File: src/rtl/tlul_pkg.sv
// Minimal TL-UL type definitions (32-bit data, 8-bit source ID) shared by host and device.
package tlul_pkg;

    localparam int unsigned TL_AW  = 32;
    localparam int unsigned TL_DW  = 32;
    localparam int unsigned TL_AIW = 8;
    localparam int unsigned TL_DIW = 1;
    localparam int unsigned TL_SZW = 2;
    localparam int unsigned TL_DBW = TL_DW / 8;
    localparam int unsigned TL_AUW = 8;
    localparam int unsigned TL_DUW = 8;

    // A-channel opcodes
    localparam logic [2:0] PutFullData    = 3'h0;
    localparam logic [2:0] PutPartialData = 3'h1;
    localparam logic [2:0] Get            = 3'h4;

    // D-channel opcodes
    localparam logic [2:0] AccessAck      = 3'h0;
    localparam logic [2:0] AccessAckData  = 3'h1;

    localparam logic [TL_DUW-1:0] TL_D_USER_DEFAULT = '0;

    typedef struct packed {
        logic              a_valid;
        logic [2:0]        a_opcode;
        logic [2:0]        a_param;
        logic [TL_SZW-1:0] a_size;
        logic [TL_AIW-1:0] a_source;
        logic [TL_AW-1:0]  a_address;
        logic [TL_DBW-1:0] a_mask;
        logic [TL_DW-1:0]  a_data;
        logic [TL_AUW-1:0] a_user;
        logic              d_ready;
    } tl_h2d_t;

    typedef struct packed {
        logic              d_valid;
        logic [2:0]        d_opcode;
        logic [2:0]        d_param;
        logic [TL_SZW-1:0] d_size;
        logic [TL_AIW-1:0] d_source;
        logic [TL_DIW-1:0] d_sink;
        logic [TL_DW-1:0]  d_data;
        logic [TL_DUW-1:0] d_user;
        logic              d_error;
        logic              a_ready;
    } tl_d2h_t;

endpackage

File: src/rtl/tlul_sram_adapter_pkg.sv
// Types and helpers for the TL-UL SRAM adapter.
// Macro TLUL_SRAM_ADAPTER_BYTE_WRITE_EN enables sub-word PutPartialData writes.
package tlul_sram_adapter_pkg;

    import tlul_pkg::*;

    // One buffered D-channel response; opcode is already the D opcode
    typedef struct packed {
        logic [2:0]        opcode;
        logic [TL_SZW-1:0] size;
        logic [TL_AIW-1:0] source;
        logic              error;
        logic [TL_DW-1:0]  data;
    } rsp_entry_t;

    // Request metadata held while the SRAM read completes
    typedef struct packed {
        logic [2:0]        opcode;
        logic [TL_SZW-1:0] size;
        logic [TL_AIW-1:0] source;
        logic              error;
        logic              rd;
    } pipe_meta_t;

    // Expand a byte mask to a bit mask
    function automatic logic [31:0] mask_to_bits(input logic [3:0] mask);
        logic [31:0] bits;
        for (int i = 0; i < 4; i++) begin
            bits[8*i +: 8] = {8{mask[i]}};
        end
        return bits;
    endfunction

    // Byte lanes a transfer of this size/offset may touch
    function automatic logic [3:0] size_window(input logic [1:0] size, input logic [1:0] addr_lo);
        logic [3:0] win;
        case (size)
            2'd0:    win = 4'b0001 << addr_lo;
            2'd1:    win = 4'b0011 << addr_lo;
            default: win = 4'b1111;
        endcase
        return win;
    endfunction

    // Non-empty run of adjacent set bits
    function automatic logic mask_contiguous(input logic [3:0] mask);
        logic ok;
        case (mask)
            4'b0001, 4'b0010, 4'b0100, 4'b1000,
            4'b0011, 4'b0110, 4'b1100,
            4'b0111, 4'b1110, 4'b1111: ok = 1'b1;
            default:                   ok = 1'b0;
        endcase
        return ok;
    endfunction

    // Returns 1 when the request is legal (address range checked separately)
    function automatic logic legal_check(input logic [2:0] opcode, input logic [1:0] size,
                                         input logic [1:0] addr_lo, input logic [3:0] mask);
        logic op_ok, size_ok, align_ok, mask_ok;
        op_ok   = (opcode == Get) || (opcode == PutFullData) || (opcode == PutPartialData);
        size_ok = (size <= 2'd2);
        case (size)
            2'd0:    align_ok = 1'b1;
            2'd1:    align_ok = ~addr_lo[0];
            default: align_ok = (addr_lo == 2'b00);
        endcase
        mask_ok = 1'b1;
        if (opcode == PutFullData) mask_ok = (mask == 4'hF);
`ifdef TLUL_SRAM_ADAPTER_BYTE_WRITE_EN
        if (opcode == PutPartialData)
            mask_ok = mask_contiguous(mask) && ((mask & ~size_window(size, addr_lo)) == 4'h0);
`else
        if (opcode == PutPartialData) mask_ok = (mask == 4'hF);
`endif
        return op_ok && size_ok && align_ok && mask_ok;
    endfunction

endpackage

File: src/rtl/tlul_sram_rsp_fifo.sv
// In-order response buffer for the TL-UL SRAM adapter.
module tlul_sram_rsp_fifo
    import tlul_sram_adapter_pkg::*;
#(
    parameter int unsigned Depth = 2,
    localparam int unsigned PtrW = (Depth > 1) ? $clog2(Depth) : 1,
    localparam int unsigned CntW = $clog2(Depth + 1)
) (
    input  logic            clk_i,
    input  logic            rst_ni,
    input  logic            push_i,
    input  rsp_entry_t      wdata_i,
    input  logic            pop_i,
    output rsp_entry_t      rdata_o,
    output logic [CntW-1:0] count_o,
    output logic            full_o,
    output logic            empty_o
);

    rsp_entry_t      mem_q [Depth];
    rsp_entry_t      mem_d [Depth];
    logic [PtrW-1:0] wr_ptr_q, wr_ptr_d, rd_ptr_q, rd_ptr_d;
    logic [CntW-1:0] count_q, count_d;
    logic            do_push, do_pop;

    function automatic logic [PtrW-1:0] ptr_inc(input logic [PtrW-1:0] p);
        return (p == PtrW'(Depth - 1)) ? '0 : p + PtrW'(1);
    endfunction

    // Pointer, count and storage next-state; head is always visible
    always_comb begin
        full_o   = (count_q == CntW'(Depth));
        empty_o  = (count_q == '0);
        do_push  = push_i && (!full_o || pop_i);
        do_pop   = pop_i && !empty_o;
        wr_ptr_d = do_push ? ptr_inc(wr_ptr_q) : wr_ptr_q;
        rd_ptr_d = do_pop  ? ptr_inc(rd_ptr_q) : rd_ptr_q;
        count_d  = count_q;
        if (do_push && !do_pop) count_d = count_q + CntW'(1);
        if (!do_push && do_pop) count_d = count_q - CntW'(1);
        mem_d = mem_q;
        if (do_push) mem_d[wr_ptr_q] = wdata_i;
        rdata_o = mem_q[rd_ptr_q];
        count_o = count_q;
    end

    // Control state; flushed by reset
    always_ff @(posedge clk_i or negedge rst_ni) begin
        if (!rst_ni) begin
            wr_ptr_q <= '0;
            rd_ptr_q <= '0;
            count_q  <= '0;
        end else begin
            wr_ptr_q <= wr_ptr_d;
            rd_ptr_q <= rd_ptr_d;
            count_q  <= count_d;
        end
    end

    // Payload storage needs no reset; validity comes from count
    always_ff @(posedge clk_i) begin
        mem_q <= mem_d;
    end

endmodule

File: src/rtl/tlul_sram_adapter.sv
// TL-UL device responder in front of a 1-cycle-latency single-port SRAM.
// Macro TLUL_SRAM_ADAPTER_BYTE_WRITE_EN enables sub-word PutPartialData writes.
module tlul_sram_adapter
    import tlul_pkg::*;
    import tlul_sram_adapter_pkg::*;
#(
    parameter int unsigned SramAw   = 12,
    parameter int unsigned Depth    = 2,
    parameter bit          ErrOnOob = 1'b1
) (
    input  logic              clk_i,
    input  logic              rst_ni,
    input  tlul_pkg::tl_h2d_t tl_i,
    output tlul_pkg::tl_d2h_t tl_o,
    output logic              req_o,
    output logic              we_o,
    output logic [SramAw-1:0] addr_o,
    output logic [31:0]       wdata_o,
    output logic [31:0]       wmask_o,
    input  logic [31:0]       rdata_i
);

    localparam int unsigned CntW = $clog2(Depth + 1);
    localparam int unsigned OccW = CntW + 1;

    logic            pipe_valid_q, pipe_valid_d;
    pipe_meta_t      pipe_q, pipe_d;
    pipe_meta_t      meta_c;
    logic [CntW-1:0] fifo_count;
    logic            fifo_full, fifo_empty, fifo_push, fifo_pop;
    rsp_entry_t      fifo_wdata, fifo_rdata;
    logic            a_ready_c, a_ack_c, legal_c, oob_c;
    logic            unused_tl;

    assign unused_tl = ^{tl_i.a_param, tl_i.a_user};

    // Accept decision and legality of the presented request
    always_comb begin
        oob_c     = ErrOnOob && ((tl_i.a_address >> (SramAw + 2)) != 32'h0);
        legal_c   = legal_check(tl_i.a_opcode, tl_i.a_size, tl_i.a_address[1:0], tl_i.a_mask) && !oob_c;
        a_ready_c = rst_ni && ((OccW'(fifo_count) + OccW'(pipe_valid_q)) < OccW'(Depth));
        a_ack_c   = tl_i.a_valid && a_ready_c;
        meta_c.opcode = (tl_i.a_opcode == Get) ? AccessAckData : AccessAck;
        meta_c.size   = tl_i.a_size;
        meta_c.source = tl_i.a_source;
        meta_c.error  = !legal_c;
        meta_c.rd     = legal_c && (tl_i.a_opcode == Get);
    end

    // SRAM access in the accept cycle; errored requests never touch the array
    always_comb begin
        req_o   = a_ack_c && legal_c;
        we_o    = req_o && (tl_i.a_opcode != Get);
        addr_o  = tl_i.a_address[SramAw+1:2];
        wdata_o = tl_i.a_data;
`ifdef TLUL_SRAM_ADAPTER_BYTE_WRITE_EN
        wmask_o = mask_to_bits(tl_i.a_mask);
`else
        wmask_o = '1;
`endif
    end

    // Pipe stage captures metadata alongside the outstanding SRAM read
    always_comb begin
        pipe_valid_d = a_ack_c;
        pipe_d       = a_ack_c ? meta_c : pipe_q;
    end

    // Pipe stage register
    always_ff @(posedge clk_i or negedge rst_ni) begin
        if (!rst_ni) begin
            pipe_valid_q <= 1'b0;
            pipe_q       <= '0;
        end else begin
            pipe_valid_q <= pipe_valid_d;
            pipe_q       <= pipe_d;
        end
    end

    // Merge read data into the response and manage FIFO handshakes
    always_comb begin
        fifo_wdata.opcode = pipe_q.opcode;
        fifo_wdata.size   = pipe_q.size;
        fifo_wdata.source = pipe_q.source;
        fifo_wdata.error  = pipe_q.error;
        fifo_wdata.data   = pipe_q.rd ? rdata_i : 32'h0;
        fifo_pop          = !fifo_empty && tl_i.d_ready;
        fifo_push         = pipe_valid_q && (!fifo_full || fifo_pop);
    end

    tlul_sram_rsp_fifo #(
        .Depth (Depth)
    ) u_rsp_fifo (
        .clk_i   (clk_i),
        .rst_ni  (rst_ni),
        .push_i  (fifo_push),
        .wdata_i (fifo_wdata),
        .pop_i   (fifo_pop),
        .rdata_o (fifo_rdata),
        .count_o (fifo_count),
        .full_o  (fifo_full),
        .empty_o (fifo_empty)
    );

    // D channel presents the FIFO head
    always_comb begin
        tl_o          = '0;
        tl_o.d_valid  = !fifo_empty;
        tl_o.d_opcode = fifo_rdata.opcode;
        tl_o.d_param  = 3'h0;
        tl_o.d_size   = fifo_rdata.size;
        tl_o.d_source = fifo_rdata.source;
        tl_o.d_sink   = '0;
        tl_o.d_data   = fifo_rdata.data;
        tl_o.d_user   = TL_D_USER_DEFAULT;
        tl_o.d_error  = fifo_rdata.error;
        tl_o.a_ready  = a_ready_c;
    end

endmodule
File: config.mk
export PLATFORM = sky130hd
export DESIGN_NAME = tlul_sram_adapter
export DESIGN_NICKNAME = d
export VERILOG_FILES = /design/src/rtl/tlul_pkg.sv /design/src/rtl/tlul_sram_adapter_pkg.sv /design/src/rtl/tlul_sram_rsp_fifo.sv /design/src/rtl/tlul_sram_adapter.sv
export SDC_FILE = /design/constraint.sdc
export NUM_CORES = 1
export LEC_CHECK = 0
export BUFFER_PORTS_ARGS = -buffer_cell sky130_fd_sc_hd__buf_4
export CAP_MARGIN = 20
export CORE_UTILIZATION = 46
export CTS_BUF_LIST = sky130_fd_sc_hd__clkbuf_8
export DETAILED_ROUTE_END_ITERATION = 10
export PLACE_DENSITY = 0.91
export SKIP_CTS_REPAIR_TIMING = 1
export SYNTH_ARGS = -nofsm -noshare
export SYNTH_HDL_FRONTEND = slang
export SYNTH_SLANG_ARGS = --single-unit
File: constraint.sdc
create_clock -name clk_i -period 3.6 [get_ports clk_i]
set_clock_uncertainty 0.05 [all_clocks]
set_input_delay 0.54 -clock clk_i [delete_from_list [all_inputs] [get_ports clk_i]]
set_output_delay 0.54 -clock clk_i [all_outputs]
set_load 0.01 [all_outputs]
======== Yosys cells after proc, flatten, opt, wreduce, memory -nomap -nowiden ========
Cells that the tools add are included.
word-level totals
  register bits ........................... 112
  bits of input ports ..................... 128
operators by class
  add/sub/neg operators ................... 5
  magnitude comparators ................... 5
  equal/unequal tests ..................... 6
  muxes and demuxes ....................... 15
  bitwise logic cells ..................... 3
  reductions and logical operators ........ 31
operators with widths
  cell                                                                   number
  46-bit 2-to-1 mux                                                      4
  92-bit bitwise mux                                                     1
  46-bit demux with 1-bit select                                         1
  32-bit 2-to-1 mux                                                      1
  32-bit nonzero test                                                    1
  1-bit logical AND                                                      16
  1-bit logical NOT                                                      6
  2-bit logical NOT                                                      3
  1-bit 2-to-1 mux                                                       5
  4-bit == test (second input constant)                                  1
  2-bit greater-or-equal comparator (second input constant)              2
  2-bit 2-to-1 mux                                                       2
  1-bit inverter with 2-bit output                                       2
  2-bit by 1-bit adder with 3-bit output                                 1
  3-bit by 1-bit == test with 1-bit output (second input constant)       1
  3-bit == test (second input constant)                                  1
  3-bit logical NOT                                                      1
  1-bit logical OR                                                       3
  3-bit by 2-bit < comparator with 1-bit output (second input constant)  1
  3-bit inequality test (second input constant)                          1
  1-bit adder (second input constant)                                    2
  2-bit by 1-bit adder with 2-bit output (second input constant)         1
  2-bit by 1-bit == test with 1-bit output (second input constant)       1
  2-bit == test (second input constant)                                  1
  6 further kinds                                                        6

======== Logic depth before layout (Yosys ltp) ========
  depth in word-level cells ............... 9
  depth in mapped cells ................... 7
  mapped depth without buffers ............ 7

======== Modules after synthesis ========
A second synthesis with hierarchy kept.
unflattened totals
  cell total of the unflattened synthesis .. 340
  area, all modules ....................... 5217.5 µm²
modules (own cells, without submodules)
  module              instances  cells an instance  area each (µm²)  seq. area each (µm²)
  tlul_sram_rsp_fifo  1          162                3661.0           2862.7
  tlul_sram_adapter   1          178                1556.5           350.3

======== Worst setup path before layout ========
Ideal clock, no wire load.
  kind .................................... input to register
  from .................................... input tl_i[0] (netlist name)
  to ...................................... register u_rsp_fifo.mem_q[46] (netlist name) (enable)
  setup time .............................. 0.445 ns
  arrival ................................. 2.591 ns
  required time ........................... 3.105 ns
  path slack .............................. 0.513 ns
  cell stages on the path ................. 4
  cells stage by stage .................... nor2_1 nand2_1 nand2_1 nor2_1
on the way
  word-level cells in the longest chain between the ends .. 4
ends and longest elaborated chain
  item                   line                                               source
  start, declared        tlul_sram_adapter.sv:13                            input tlul_pkg::tl_h2d_t tl_i,
  1-bit logical AND (*)  tlul_sram_adapter.sv:87                            fifo_pop = !fifo_empty && tl_i.d_ready;
  1-bit logical OR (*)   tlul_sram_rsp_fifo.sv:34, tlul_sram_adapter.sv:88
  1-bit logical AND      tlul_sram_adapter.sv:88                            fifo_push = pipe_valid_q && (!fifo_full || fifo_pop);
  1-bit logical AND (*)  tlul_sram_rsp_fifo.sv:34                           do_push = push_i && (!full_o || pop_i);
  end signal, assigned   tlul_sram_rsp_fifo.sv:62                           mem_q <= mem_d;
  end, declared          tlul_sram_rsp_fifo.sv:20                           rsp_entry_t mem_q [Depth];
Mark *: on every way between the ends. The rest lies on a longest branch, timed or not.
A chain may end at the register's enable or synchronous reset.

======== Final worst setup path ========
  from .................................... input rst_ni
  to ...................................... output we_o
on the way
  word-level cells in the longest chain between the ends .. 4
ends and longest elaborated chain
  item               line                     source
  start, declared    tlul_sram_adapter.sv:12  input logic rst_ni,
  1-bit logical AND  tlul_sram_adapter.sv:41  a_ready_c = rst_ni && ((OccW'(fifo_count) + OccW'(pipe_valid_q)) < OccW'(Depth));
  1-bit logical AND  tlul_sram_adapter.sv:42  a_ack_c = tl_i.a_valid && a_ready_c;
  1-bit logical AND  tlul_sram_adapter.sv:52  req_o = a_ack_c && legal_c;
  1-bit logical AND  tlul_sram_adapter.sv:53  we_o = req_o && (tl_i.a_opcode != Get);
  end, declared      tlul_sram_adapter.sv:16  output logic we_o,
Every way passes these cells.

==> impl_metrics.py <==
metrics = {
    "setup_path": {
        "cp.required_ps": 3010,
        "endpoint": "we_o",
        "crit_start": "rst_ni",
        "worst_ep_arrival_time_ps": 2220,
        "start_kind": "input port",
        "reg2reg_from": "u_rsp_fifo.count_o[0]",
        "end_kind": "primary output",
        "criticalPathCategory": "input port to primary output",
        "r2r-end": "u_rsp_fifo.mem_q[23]",
        "r2r_slack_ps": 1690,
        "ff2ff_path_depth": 3,
        "path_max_fanout": 20,
    },
    "synthesis": {
        "synth_largest_area_cell": "edfxtp_1",
        "synth_edf_count": 88,
        "ys_warn_count": 0,
        "synth_area_um2": 4900,
        "synth.top_cell.area_share_pct": 53.9,
        "postSynthAreaPerCell_um2": 14.8,
        "synthCells": 331,
        "synth_area_leaders": "edfxtp_1 54%, buf_4 14%, mux2_2 13%, dfrtp_1 9.2%, and2_1 4.2%",
        "synth_seq_cells": 106,
        "synth-seq-area-share_pct": 63.1,
        "ys_types": 32,
        "synth_commonest_cells": "91 x buf_4, 88 x edfxtp_1, 55 x mux2_2",
        "ys_async_sr_fraction_pct": 17.0,
        "ys.flop_type": "edfxtp_1",
        "synth_most_common_cell": "buf_4",
    },
    "clock_network": {
        "cts_root_buffer": "clkbuf_8",
        "cts_buffers": 9,
        "cts_buffer_depth": 2,
        "htreeDepth": 3,
        "cts_tree": "built",
        "clk_latency_ps": 370,
        "cts_sinks": 106,
        "clkSlewWorstSetupHoldPaths_ps": 100,
    },
    "grt": {
        "overflow": 0,
        "grt_pass1_wl_um": 13600,
        "antenna_found_initial": 0,
        "grt_pass1_vias": 2616,
        "grt_max_degree": 46,
        "grt_usage_pct": 16.7,
    },
    "final_layout": {
        "fillers": 819,
        "final_util_pct": 54.6,
        "fin_cells": 549,
        "nets": 537,
        "antenna_cells": 0,
        "areaGrowthSynthToFinish_pct": 15.1,
        "final_layout_size_suffix_gt1_share_pct": 47.9,
    },
    "floorplan": {
        "rows": 37,
        "coreArea_um2": 10300,
        "fp.dieH_um": 105,
        "io_pins": 266,
        "die_x_um": 105,
        "start_util_pct": 47.5,
        "dieArea_um2": 11100,
    },
    "power": {
        "ir_drop_mv": 0.281,
        "p_leak_nw": 2.26,
        "power.density_nw_per_um2": 602,
    },
    "detailed_routing": {
        "wl_met2_um": 4800,
        "drt_iter0_markers": 76,
        "routed-wl-met3_um": 1040,
        "viasPerCell": 4.68,
        "drt_pass1_iterations": 6,
        "antenna_left": 0,
        "top_layer": "met4",
        "drc_errors": 0,
        "wl_per_cell_um": 16.9,
        "wl_um": 9260,
        "vias": 2568,
        "met1_length_um": 3200,
    },
    "min_path": {
        "hold_path_class": "input port to flop",
        "worstHoldPathCells": 2,
    },
    "timing": {
        "hold_viol_final": 0,
        "worst_pin_slew_ps": 1060,
        "max_slew_margin_pct": 29.5,
        "fin_crit_sh_pct": 78.0,
        "grt_setup_unrepaired": "no",
        "setup_tns_ps": 0,
        "fin_crit_ps": 2810,
        "fmax_mhz": 356,
        "whs_ps": 349,
        "slew_violations": 0,
        "layout_setup_ws_ps": 794,
        "setup_viol": 0,
    },
    "placed_design": {
        "dp.cells": 532,
        "portBuffers": 120,
        "dp_hpwl_um": 6700,
        "dp_slack_ps": 933,
        "routabilityCongestion": 0.729,
    },
    "run": {
        "drv_cap": 0,
    },
    "run_status": {
        "status": "completed",
    },
}
[final cells by class]
class | count | area (µm²) | area share, %
Clock buffer | 9 | 124 | 2.20
Multi-Input combinational cell | 167 | 1260 | 22.3
Tap cell | 136 | 170 | 3.02
Inverter | 1 | 3.75 | 0.0665
Timing Repair Buffer | 123 | 926 | 16.4
Sequential cell | 106 | 3090 | 54.8
Clock inverter | 7 | 67.6 | 1.20
[through the flow]
step | area, µm² | total power, mW
after CTS | 5630 | 3.43
after detailed placement | 5440 | 2.73
after global routing | 5640 | 3.56
after floorplan | 5070 | 2.36
final | 5640 | 3.39
after global placement | 5440 | 2.69
[per-layer routing]
metal  track usage, %  up-vias
li1                 -     1187
met1             16.7     1215
met2             29.1      141
met3             7.42       25
met4             8.45        0
met5                0        -
[cell usage in the layout (no fill, tap or decap), drive strengths merged, types with 3 or more instances in the layout]
master  instances
clkinv          4
clkbuf          9
dfrtp          18
nor2            6
and2           33
mux2           55
xnor2           3
edfxtp         88
conb           46
buf           122
nand2           3
[where the power goes]
part           internal [mW]  total, mW  switching (mW)
combinational          0.565      0.943           0.379
clock                  0.319      0.703           0.384
sequential              1.56       1.75           0.191
total                   2.44       3.39           0.953
[kinds of logic after synthesis]
family / count (synthesis) / synth area share (%)
AO/OA/AOI/OAI: 5 / 1.17
XOR/XNOR: 5 / 0.893
adder cells (fa/ha/maj): 1 / 0.255
buffers and inverters: 102 / 14.8
flip-flops: 106 / 63.1
multiplexers: 55 / 12.6
other: 2 / 0.153
AND/OR/NAND/NOR: 55 / 6.97
[critical path: stages]
cell           delay, ps
dlygate4sd3_1        550
buf_4                280
and4b_1              310
and4_4               270
and2b_1              140
buf_4                110
[state kept, by name, indices dropped and copies added (netlist names)]
register and cells:
u_rsp_fifo.count_o 2, fifo_wdata 12, pipe_q 1, u_rsp_fifo.mem_q 88, pipe_valid_q 1, u_rsp_fifo.rd_ptr_q 1, u_rsp_fifo.wr_ptr_q 1
[worst min-delay path by stage]
stage | from | end | slack (ps)
floorplan | rst_ni | fifo_wdata[32] | 190
global route | tl_i[78] | fifo_wdata[34] | 330
CTS | rst_ni | fifo_wdata[36] | -30
detailed placement | rst_ni | fifo_wdata[36] | 390
global placement | rst_ni | fifo_wdata[35] | 380
finish | tl_i[79] | fifo_wdata[35] | 350
No activity file was read; power rests on OpenSTA's default activity.
